**src/rtl/trace_pkg.sv**
```systemverilog
// Shared types and constants for the retire-trace capture buffer.
package trace_pkg;

  // Capture FSM encoding; also the value presented on the debug state port.
  typedef enum logic [1:0] {
    S_IDLE  = 2'b00,
    S_ARMED = 2'b01,
    S_POST  = 2'b10,
    S_READ  = 2'b11
  } state_e;

  // Trigger source selection.
  typedef enum logic [1:0] {
    TRIG_PC     = 2'b00,
    TRIG_RESULT = 2'b01,
    TRIG_EXT    = 2'b10,
    TRIG_IMM    = 2'b11
  } trig_mode_e;

  // Flag vector layout {zero,carry,negative,overflow}.
  localparam int FLAG_W = 4;
  localparam int FLAG_Z = 3;
  localparam int FLAG_C = 2;
  localparam int FLAG_N = 1;
  localparam int FLAG_V = 0;

  // One stored entry is {pc, instr, result, flags}.
  function automatic int entry_w(input int xlen);
    return 3 * xlen + FLAG_W;
  endfunction

endpackage

```
**src/rtl/trace_ram.sv**
```systemverilog
// Flop-based trace storage: one synchronous write port, one asynchronous read port.
module trace_ram #(
  parameter int DEPTH = 16,
  parameter int W     = 100,
  localparam int AW   = $clog2(DEPTH)
) (
  input  logic          clk,
  input  logic          i_we,
  input  logic [AW-1:0] i_waddr,
  input  logic [W-1:0]  i_wdata,
  input  logic [AW-1:0] i_raddr,
  output logic [W-1:0]  o_rdata
);

  logic [W-1:0] r_mem [DEPTH];

  // Store one entry per enabled cycle; contents need no reset because readout is gated.
  always_ff @(posedge clk) begin
    if (i_we) begin
      r_mem[i_waddr] <= i_wdata;
    end
  end

  assign o_rdata = r_mem[i_raddr];

endmodule

```
**src/rtl/trace_capture_buffer.sv**
```systemverilog
// Retire-trace recorder: circular capture while armed, trigger plus post window,
// then oldest-first drain over a valid/ready port.
module trace_capture_buffer
  import trace_pkg::*;
#(
  parameter int XLEN  = 32,
  parameter int DEPTH = 16,
  localparam int AW   = $clog2(DEPTH)
) (
  input  logic            clk,
  input  logic            rst,
  input  logic            arm,
  input  logic [1:0]      trig_mode,
  input  logic [XLEN-1:0] trig_value,
  input  logic            trig_ext,
  input  logic [AW-1:0]   post_count,
  input  logic            retire_valid,
  input  logic [XLEN-1:0] retire_pc,
  input  logic [XLEN-1:0] retire_instr,
  input  logic [XLEN-1:0] retire_result,
  input  logic [3:0]      retire_flags,
  output logic            rd_valid,
  input  logic            rd_ready,
  output logic [XLEN-1:0] rd_pc,
  output logic [XLEN-1:0] rd_instr,
  output logic [XLEN-1:0] rd_result,
  output logic [3:0]      rd_flags,
  output logic            rd_last,
  output logic [1:0]      state,
  output logic [AW:0]     count,
  output logic [AW-1:0]   trig_index,
  output logic            wrapped
);

  localparam int EW = entry_w(XLEN);

  state_e          r_state, w_state_nxt;
  trig_mode_e      r_mode;
  logic [XLEN-1:0] r_value;
  logic [AW-1:0]   r_post, r_remaining;
  logic [AW-1:0]   r_wr_ptr, r_rd_ptr, r_trig_index;
  logic [AW:0]     r_count, r_left;
  logic            r_wrapped;

  logic            w_we, w_hit, w_xfer, w_enter_read;
  logic [AW-1:0]   w_wr_ptr_nxt;
  logic [AW:0]     w_count_nxt;
  logic            w_full, w_wrapped_nxt;
  logic [EW-1:0]   w_rdata;
  logic [3:0]      w_flags;

  // Capture only while armed or in the post window; arm and reset take priority.
  assign w_we          = retire_valid && !arm && !rst &&
                         (r_state == S_ARMED || r_state == S_POST);
  assign w_wr_ptr_nxt  = r_wr_ptr + AW'(1);
  assign w_full        = (r_count == (AW+1)'(DEPTH));
  assign w_count_nxt   = w_full ? r_count : r_count + (AW+1)'(1);
  assign w_wrapped_nxt = r_wrapped || w_full;

  // Readout handshake: an entry moves on any cycle with rd_valid & rd_ready; while
  // rd_valid is high and rd_ready low the presented entry and pointer do not change.
  assign w_xfer       = rd_valid && rd_ready;
  assign w_enter_read = (r_state != S_READ) && (w_state_nxt == S_READ);

  // Trigger compare against the latched mode/value; only used together with w_we.
  always_comb begin
    w_hit = 1'b0;
    case (r_mode)
      TRIG_PC:     w_hit = (retire_pc == r_value);
      TRIG_RESULT: w_hit = (retire_result == r_value);
      TRIG_EXT:    w_hit = trig_ext;
      TRIG_IMM:    w_hit = 1'b1;
      default:     w_hit = 1'b0;
    endcase
  end

  // Next-state logic; arm restarts capture from any state.
  always_comb begin
    w_state_nxt = r_state;
    if (arm) begin
      w_state_nxt = S_ARMED;
    end else begin
      case (r_state)
        S_ARMED: if (w_we && w_hit) w_state_nxt = (r_post == '0) ? S_READ : S_POST;
        S_POST:  if (w_we && r_remaining == AW'(1)) w_state_nxt = S_READ;
        S_READ:  if (w_xfer && r_left == (AW+1)'(1)) w_state_nxt = S_IDLE;
        default: w_state_nxt = r_state;
      endcase
    end
  end

  // State register.
  always_ff @(posedge clk) begin
    if (rst) r_state <= S_IDLE;
    else     r_state <= w_state_nxt;
  end

  // Pointers, occupancy, trigger bookkeeping and latched configuration.
  always_ff @(posedge clk) begin
    if (rst) begin
      r_wr_ptr     <= '0;
      r_rd_ptr     <= '0;
      r_count      <= '0;
      r_left       <= '0;
      r_wrapped    <= 1'b0;
      r_trig_index <= '0;
      r_remaining  <= '0;
      r_post       <= '0;
      r_mode       <= TRIG_PC;
      r_value      <= '0;
    end else if (arm) begin
      r_wr_ptr  <= '0;
      r_count   <= '0;
      r_wrapped <= 1'b0;
      r_post    <= post_count;
      r_mode    <= trig_mode_e'(trig_mode);
      r_value   <= trig_value;
    end else begin
      if (w_we) begin
        r_wr_ptr  <= w_wr_ptr_nxt;
        r_count   <= w_count_nxt;
        r_wrapped <= w_wrapped_nxt;
        if (r_state == S_ARMED && w_hit) begin
          r_trig_index <= r_wr_ptr;
          r_remaining  <= r_post;
        end
        if (r_state == S_POST) r_remaining <= r_remaining - AW'(1);
      end
      // Oldest entry sits at the write pointer once the ring has wrapped.
      if (w_enter_read) begin
        r_rd_ptr <= w_wrapped_nxt ? w_wr_ptr_nxt : '0;
        r_left   <= w_count_nxt;
      end else if (w_xfer) begin
        r_rd_ptr <= r_rd_ptr + AW'(1);
        r_left   <= r_left - (AW+1)'(1);
      end
    end
  end

  trace_ram #(.DEPTH(DEPTH), .W(EW)) u_ram (
    .clk     (clk),
    .i_we    (w_we),
    .i_waddr (r_wr_ptr),
    .i_wdata ({retire_pc, retire_instr, retire_result, retire_flags}),
    .i_raddr (r_rd_ptr),
    .o_rdata (w_rdata)
  );

  assign w_flags = w_rdata[FLAG_W-1:0];

  assign rd_valid   = (r_state == S_READ);
  assign rd_last    = rd_valid && (r_left == (AW+1)'(1));
  assign rd_pc      = rd_valid ? w_rdata[EW-1 -: XLEN]      : '0;
  assign rd_instr   = rd_valid ? w_rdata[EW-1-XLEN -: XLEN] : '0;
  assign rd_result  = rd_valid ? w_rdata[FLAG_W +: XLEN]    : '0;
  assign rd_flags   = rd_valid ? {w_flags[FLAG_Z], w_flags[FLAG_C],
                                  w_flags[FLAG_N], w_flags[FLAG_V]} : 4'b0;
  assign state      = r_state;
  assign count      = r_count;
  assign trig_index = r_trig_index;
  assign wrapped    = r_wrapped;

endmodule

```
**config.mk**
```make
export PLATFORM = sky130hd
export DESIGN_NAME = trace_capture_buffer
export DESIGN_NICKNAME = d
export VERILOG_FILES = /design/src/rtl/trace_pkg.sv /design/src/rtl/trace_ram.sv /design/src/rtl/trace_capture_buffer.sv
export SDC_FILE = /design/constraint.sdc
export NUM_CORES = 1
export LEC_CHECK = 0
export CORE_ASPECT_RATIO = 1.4
export CORE_MARGIN = 4
export CORE_UTILIZATION = 60
export CTS_CLUSTER_DIAMETER = 40
export DETAILED_ROUTE_END_ITERATION = 16
export PLACE_DENSITY = 0.79
export SYNTH_ARGS = -nofsm -noshare
export SYNTH_HDL_FRONTEND = slang
export SYNTH_SLANG_ARGS = --single-unit
```
**constraint.sdc**
```tcl
create_clock -name clk -period 12.6 [get_ports clk]
set_input_delay 2.52 -clock clk [delete_from_list [all_inputs] [get_ports clk]]
set_output_delay 2.52 -clock clk [all_outputs]
set_load 0.02 [all_outputs]
```
==> results of run 1 <==
## worst max-delay path, cell delays in order (launching register included)
cell and delay, ps:
dfxtp_4 860, buf_4 950, buf_4 920, mux4_2 420, mux4_2 570, and2_1 210, clkdlybuf4s50_1 550
## final timing paths
kind / start / slack (ps) / depth (start not counted) / to
max: register / 4740 / 6 / rd_result[18]
min: r_value[25] / 500 / 2 / r_value[25]
max reg2reg: state[0] / 7510 / 8 / u_ram.r_mem[12][29]
min reg2reg: r_value[25] / 500 / 2 / r_value[25]
## per-stage QoR
step / cell area [um2] / worst slack [ps] / cells / hold WS [ps] / power [mW]
2_1_floorplan: 64600 / 1570 / 2842 / 445 / 6.35
3_3_place_gp: 69000 / 5520 / 4446 / 463 / 6.52
3_5_place_dp: 69000 / 5360 / 4446 / 471 / 6.54
4_1_cts: 74400 / 4620 / 4731 / 505 / 11.4
5_1_grt: 74400 / 4380 / 4735 / 528 / 11.6
6_report: 74400 / 4740 / 4739 / 500 / 11.3
## cells by family after synthesis
| group | Yosys count |
|---|---|
| AOI/OAI and AO/OA | 95 |
| xor gates and xnor gates | 35 |
| DFF | 1671 |
| muxes | 550 |
| adders and majority gates | 15 |
| and+or+nand+nor | 286 |
| buffers and inverters | 190 |
## report_power, final
| group | internal (mW) | leakage [nW] | total (mW) | switching [mW] |
|---|---|---|---|---|
| Sequential | 6.10 | 15.0 | 6.11 | 0.0179 |
| Combinational | 0.123 | 5.06 | 0.311 | 0.188 |
| Clock | 2.82 | 2.58 | 4.88 | 2.07 |
| Total | 9.04 | 22.6 | 11.3 | 2.27 |
## cell usage in the layout (no fill, tap or decap), drive strengths merged, types with 3 or more instances in the layout
cell type / count
nor2b: 3
clkinv: 53
inv: 61
o221ai: 3
mux4: 500
dfxtp: 71
nand2b: 21
nand4b: 4
nor3: 13
xor2: 12
a21oi: 25
nor4: 7
o2111ai: 3
nor2: 70
buf: 58
xnor2: 23
clkinvlp: 8
and2: 104
mux2: 4
o22ai: 8
a31oi: 9
a211o: 3
or3: 5
nand4: 10
ha: 15
mux2i: 46
bufinv: 20
o21ai: 17
a2111oi: 3
diode: 8
clkbuf: 184
clkdlybuf4s50: 255
nand2: 25
edfxtp: 1600
nand3: 12
o211ai: 3
## layout make-up
cell class	count	area, um2	area share
Antenna cell	8	20.0	0.000269
Clock buffer	184	4200	0.0565
Clock inverter	101	1120	0.0151
Inverter	41	154	0.00207
Multi-Input combinational cell	981	14600	0.196
Sequential cell	1671	49500	0.665
Tap cell	1440	1800	0.0242
Timing Repair Buffer	313	3030	0.0408
## state kept, by name (all words and copies together), names as in the netlist, named ones only
| name | flops |
|---|---|
| count | 5 |
| r_left | 5 |
| r_mode | 2 |
| r_post | 4 |
| r_rd_ptr | 4 |
| r_remaining | 4 |
| r_value | 32 |
| r_wr_ptr | 4 |
| state | 2 |
| trig_index | 4 |
| u_ram.r_mem | 1600 |
| wrapped | 1 |
## metal layers
layer	GRT usage	wire (um)	vias up
met4	0.106	6070	6
met1	0.394	58400	17100
met5	0	43	-
met2	0.492	84500	1992
li1	-	-	12600
met3	0.0601	14300	320
==> results.json, run 1 <==
{
  "root_buffer": "clkbuf_16",
  "synth_mux_area_frac": 0.182,
  "ys_ff_latch": 1671,
  "ir_drop_mv": 0.144,
  "io_buffer_count": 257,
  "ys_seq_area_frac": 0.765,
  "synth_top_family_by_area": "multiplexers",
  "antenna_found_initial": 12,
  "ys_warn_count": 0,
  "die_area_um2": 113000,
  "period_share": 0.624,
  "fin_worst_skew_ps": 20.4,
  "worst_slew_pin_slew_ps": 1310,
  "drive_gt1_frac": 0.249,
  "synth_area_um2": 64600,
  "syn_avg_cell_area_um2": 22.7,
  "hold_violations": 0,
  "vias_per_cell": 6.75,
  "num_vias": 32000,
  "outcome": "finished clean",
  "rows": 142,
  "synth_adder_area_share": 0.00290,
  "grt_max_degree": 124,
  "track_usage": 0.295,
  "required_ps": 10080,
  "routed_wl_mm": 163,
  "dr.pass1.iters": 6,
  "synthSimpleGateAreaFrac": 0.0239,
  "grt_first_pass_wirelength_mm": 239,
  "h-tree-depth": 4,
  "yosys.area_share.xor_xnor": 0.00474,
  "drt_iter0_markers": 4547,
  "ctsResizeCount": 0,
  "setup_tns_ps": 0,
  "clk_path_buf_depth": 3,
  "grt_pass1_vias": 33500,
  "synthCells": 2842,
  "rsz0062_at_grt": "false",
  "path_max_fanout": 78,
  "min_path_type": "reg -> reg",
  "fp.coreArea_um2": 107000,
  "post-route-util": 0.695,
  "power_density_nw_per_um2": 152,
  "p_leak_nw": 22.6,
  "area_growth_pct": 15.1,
  "drv_slew": 0,
  "fp.dieH_um": 396,
  "die_x_um": 285,
  "synth_flop_cell": "edfxtp_1",
  "io_pins": 258,
  "cp.arrival_ps": 5340,
  "synthTopCellsByCount": "edfxtp_1 (1600), mux4_2 (500), clkbuf_1 (108)",
  "cts_buffers": 158,
  "synth_compound_area_frac": 0.00983,
  "clk_pin_slew_worst_paths_ps": 60,
  "dp_hpwl_mm": 85.1,
  "cts.sinks": 1671,
  "synth.distinct_cells": 58,
  "cts_tree": "done",
  "end_kind": "output port",
  "yosysTopAreaCell": "edfxtp_1",
  "syn_nets": 3001,
  "synth_edf_count": 1600,
  "wl_per_cell_um": 34.5,
  "crit_type": "reg -> out",
  "drc": 0,
  "postRouteAntennaNets": 0,
  "synth_top_cells_by_area": "edfxtp_1 (74%), mux4_2 (17%), dfxtp_1 (2.2%)",
  "synthArstFlopShare": 0,
  "setup_viol": 0,
  "cts_setup_buffers": 0,
  "fillCellCount": 6179,
  "startpoint_type": "register",
  "clock_latency_ps": 770,
  "nets": 3325,
  "yosysMostFrequentCell": "edfxtp_1",
  "relSlewSlack": 0.129,
  "start_util": 0.604,
  "grt_overflow": 0,
  "gp_congestion": 0.911,
  "min_period_ps": 7860,
  "drv_cap": 0,
  "cts_hold_buffers": 0,
  "max_freq_mhz": 127,
  "synth_top_area_share": 0.743
}
No activity file was read; power rests on OpenSTA's default activity.
==> run 2: changes to the inputs <==
==> constraint.sdc (replaced) <==
create_clock -name clk -period 7.7 [get_ports clk]
set_input_delay 1.54 -clock clk [delete_from_list [all_inputs] [get_ports clk]]
set_output_delay 1.54 -clock clk [all_outputs]
set_load 0.02 [all_outputs]
==> results.json, run 2 (synthesized netlist as in run 1, its figures left out) <==
{
  "outcome": "finished clean",
  "largest_reg_flops": 1600,
  "crit_type": "reg -> out",
  "cts_tree": "done",
  "drv_cap": 0,
  "startpoint_type": "register",
  "drt_iter0_markers": 5347,
  "power_density_nw_per_um2": 245,
  "slowest_delay_ps": 1070,
  "vias_per_cell": 6.89,
  "start_util": 0.604,
  "grt_max_degree": 111,
  "post-place-ws_ps": 1950,
  "wl_per_cell_um": 35.1,
  "drc": 0,
  "reg_top3": "u_ram.r_mem: 1600 flops, r_value: 32 flops",
  "required_ps": 6160,
  "ctsResizeCount": 0,
  "cts_setup_buffers": 0,
  "max_freq_mhz": 167,
  "post_dp_cell_area_um2": 69400,
  "final_cell_area_um2": 74500,
  "postRouteAntennaNets": 0,
  "path_cells": "buf_4 -> mux4_2 -> mux4_2 -> and2_1 -> clkdlybuf4s50_1",
  "min_path_type": "reg -> reg",
  "grt_first_pass_wirelength_mm": 243,
  "ir_drop_mv": 0.213,
  "end_kind": "output port",
  "nets": 3337,
  "area_growth_pct": 15.3,
  "io_buffer_count": 257,
  "dr.pass1.iters": 8,
  "drv_slew": 0,
  "period_share": 0.776,
  "rows": 142,
  "antenna_found_initial": 23,
  "ff2ff_setup_slack_ps": 3600,
  "clk_pin_slew_worst_paths_ps": 60,
  "cp.arrival_ps": 4430,
  "cts.sinks": 1671,
  "rsz0062_at_grt": "false",
  "routed_wl_mm": 167,
  "setup_viol": 0,
  "setup_tns_ps": 0,
  "p_leak_nw": 22.6,
  "io_pins": 258,
  "mostFrequentLayoutCell": "edfxtp_1",
  "grt_pass1_vias": 34200,
  "clk_path_buf_depth": 3,
  "cpMostUsedCell": "mux4_2",
  "fp.dieH_um": 396,
  "layout_setup_ws_ps": 1730,
  "post-route-util": 0.697,
  "clock_latency_ps": 780,
  "regMostFlops": "u_ram.r_mem",
  "layout_common_cells": "edfxtp_1 (1600), mux4_2 (500), clkdlybuf4s50_1 (255)",
  "drive_gt1_frac": 0.254,
  "dp_hpwl_mm": 85.6,
  "relSlewSlack": 0.238,
  "root_buffer": "clkbuf_16",
  "fp.coreArea_um2": 107000,
  "crit_path_top_delay_cell": "dfxtp_4",
  "die_area_um2": 113000,
  "track_usage": 0.301,
  "hold_violations": 0,
  "min_period_ps": 5970,
  "path_max_fanout": 45,
  "grt_overflow": 0,
  "num_vias": 32800,
  "fin_worst_skew_ps": 21.3,
  "h-tree-depth": 4,
  "gp_congestion": 0.917,
  "worst_slew_pin_slew_ps": 1140,
  "cts_buffers": 154,
  "cts_hold_buffers": 0,
  "power.total_mw": 18.3,
  "die_x_um": 285
}
==> run 2: cell types whose count changed in the layout (fill, tap and decap cells not counted), moves of 7 or more <==
cell,change
diode_2,+9
clkbuf_16,-9
clkinv_8,+7
clkbuf_1,+8
clkinv_2,+10
buf_12,+14
clkinv_1,-9
==> run 2: cell type report <==
| type | instances | area, um2 |
|---|---|---|
| fill | 6116 | 32400 |
| clock buffer | 187 | 4040 |
| inverter | 41 | 154 |
| antenna | 17 | 42.5 |
| timing repair buffer | 329 | 3330 |
| sequential | 1671 | 49500 |
| multi-input combinational | 981 | 14600 |
| tap | 1440 | 1800 |
| clock inverter | 97 | 1090 |
==> run 2: final timing paths <==
check / start / end / cells past startpoint
max: register / rd_result[0] / 5
min: r_remaining[1] / r_remaining[1] / 2
max reg2reg: r_mode[1] / register / 9
min reg2reg: r_remaining[1] / r_remaining[1] / 2
==> run 2: metal layers <==
metal	track usage	wire length (um)	vias to the layer above
li1	-	-	12700
met1	0.401	57800	17200
met2	0.498	85200	2516
met3	0.0640	17000	436
met4	0.116	7250	14
met5	0	80	-
==> run 2: worst max-delay path: cells and delay by family, from the launching register on <==
kind	cells	cell delay (ps)
buf+inv	2	1150
flops	1	1070
mux	2	1070
simple gates	1	260
==> run 2: stage by stage <==
stage,cells,hold slack (ps)
after floorplan,2842,445
after global placement,4462,451
after detailed placement,4462,483
after CTS,4746,493
after global routing,4750,539
final,4763,500
==> run 2: report_power, final <==
| part | total [mW] | switching (mW) | internal, mW |
|---|---|---|---|
| combinational | 0.505 | 0.303 | 0.202 |
| clock | 7.74 | 3.40 | 4.34 |
| sequential | 10.0 | 0.0340 | 9.97 |
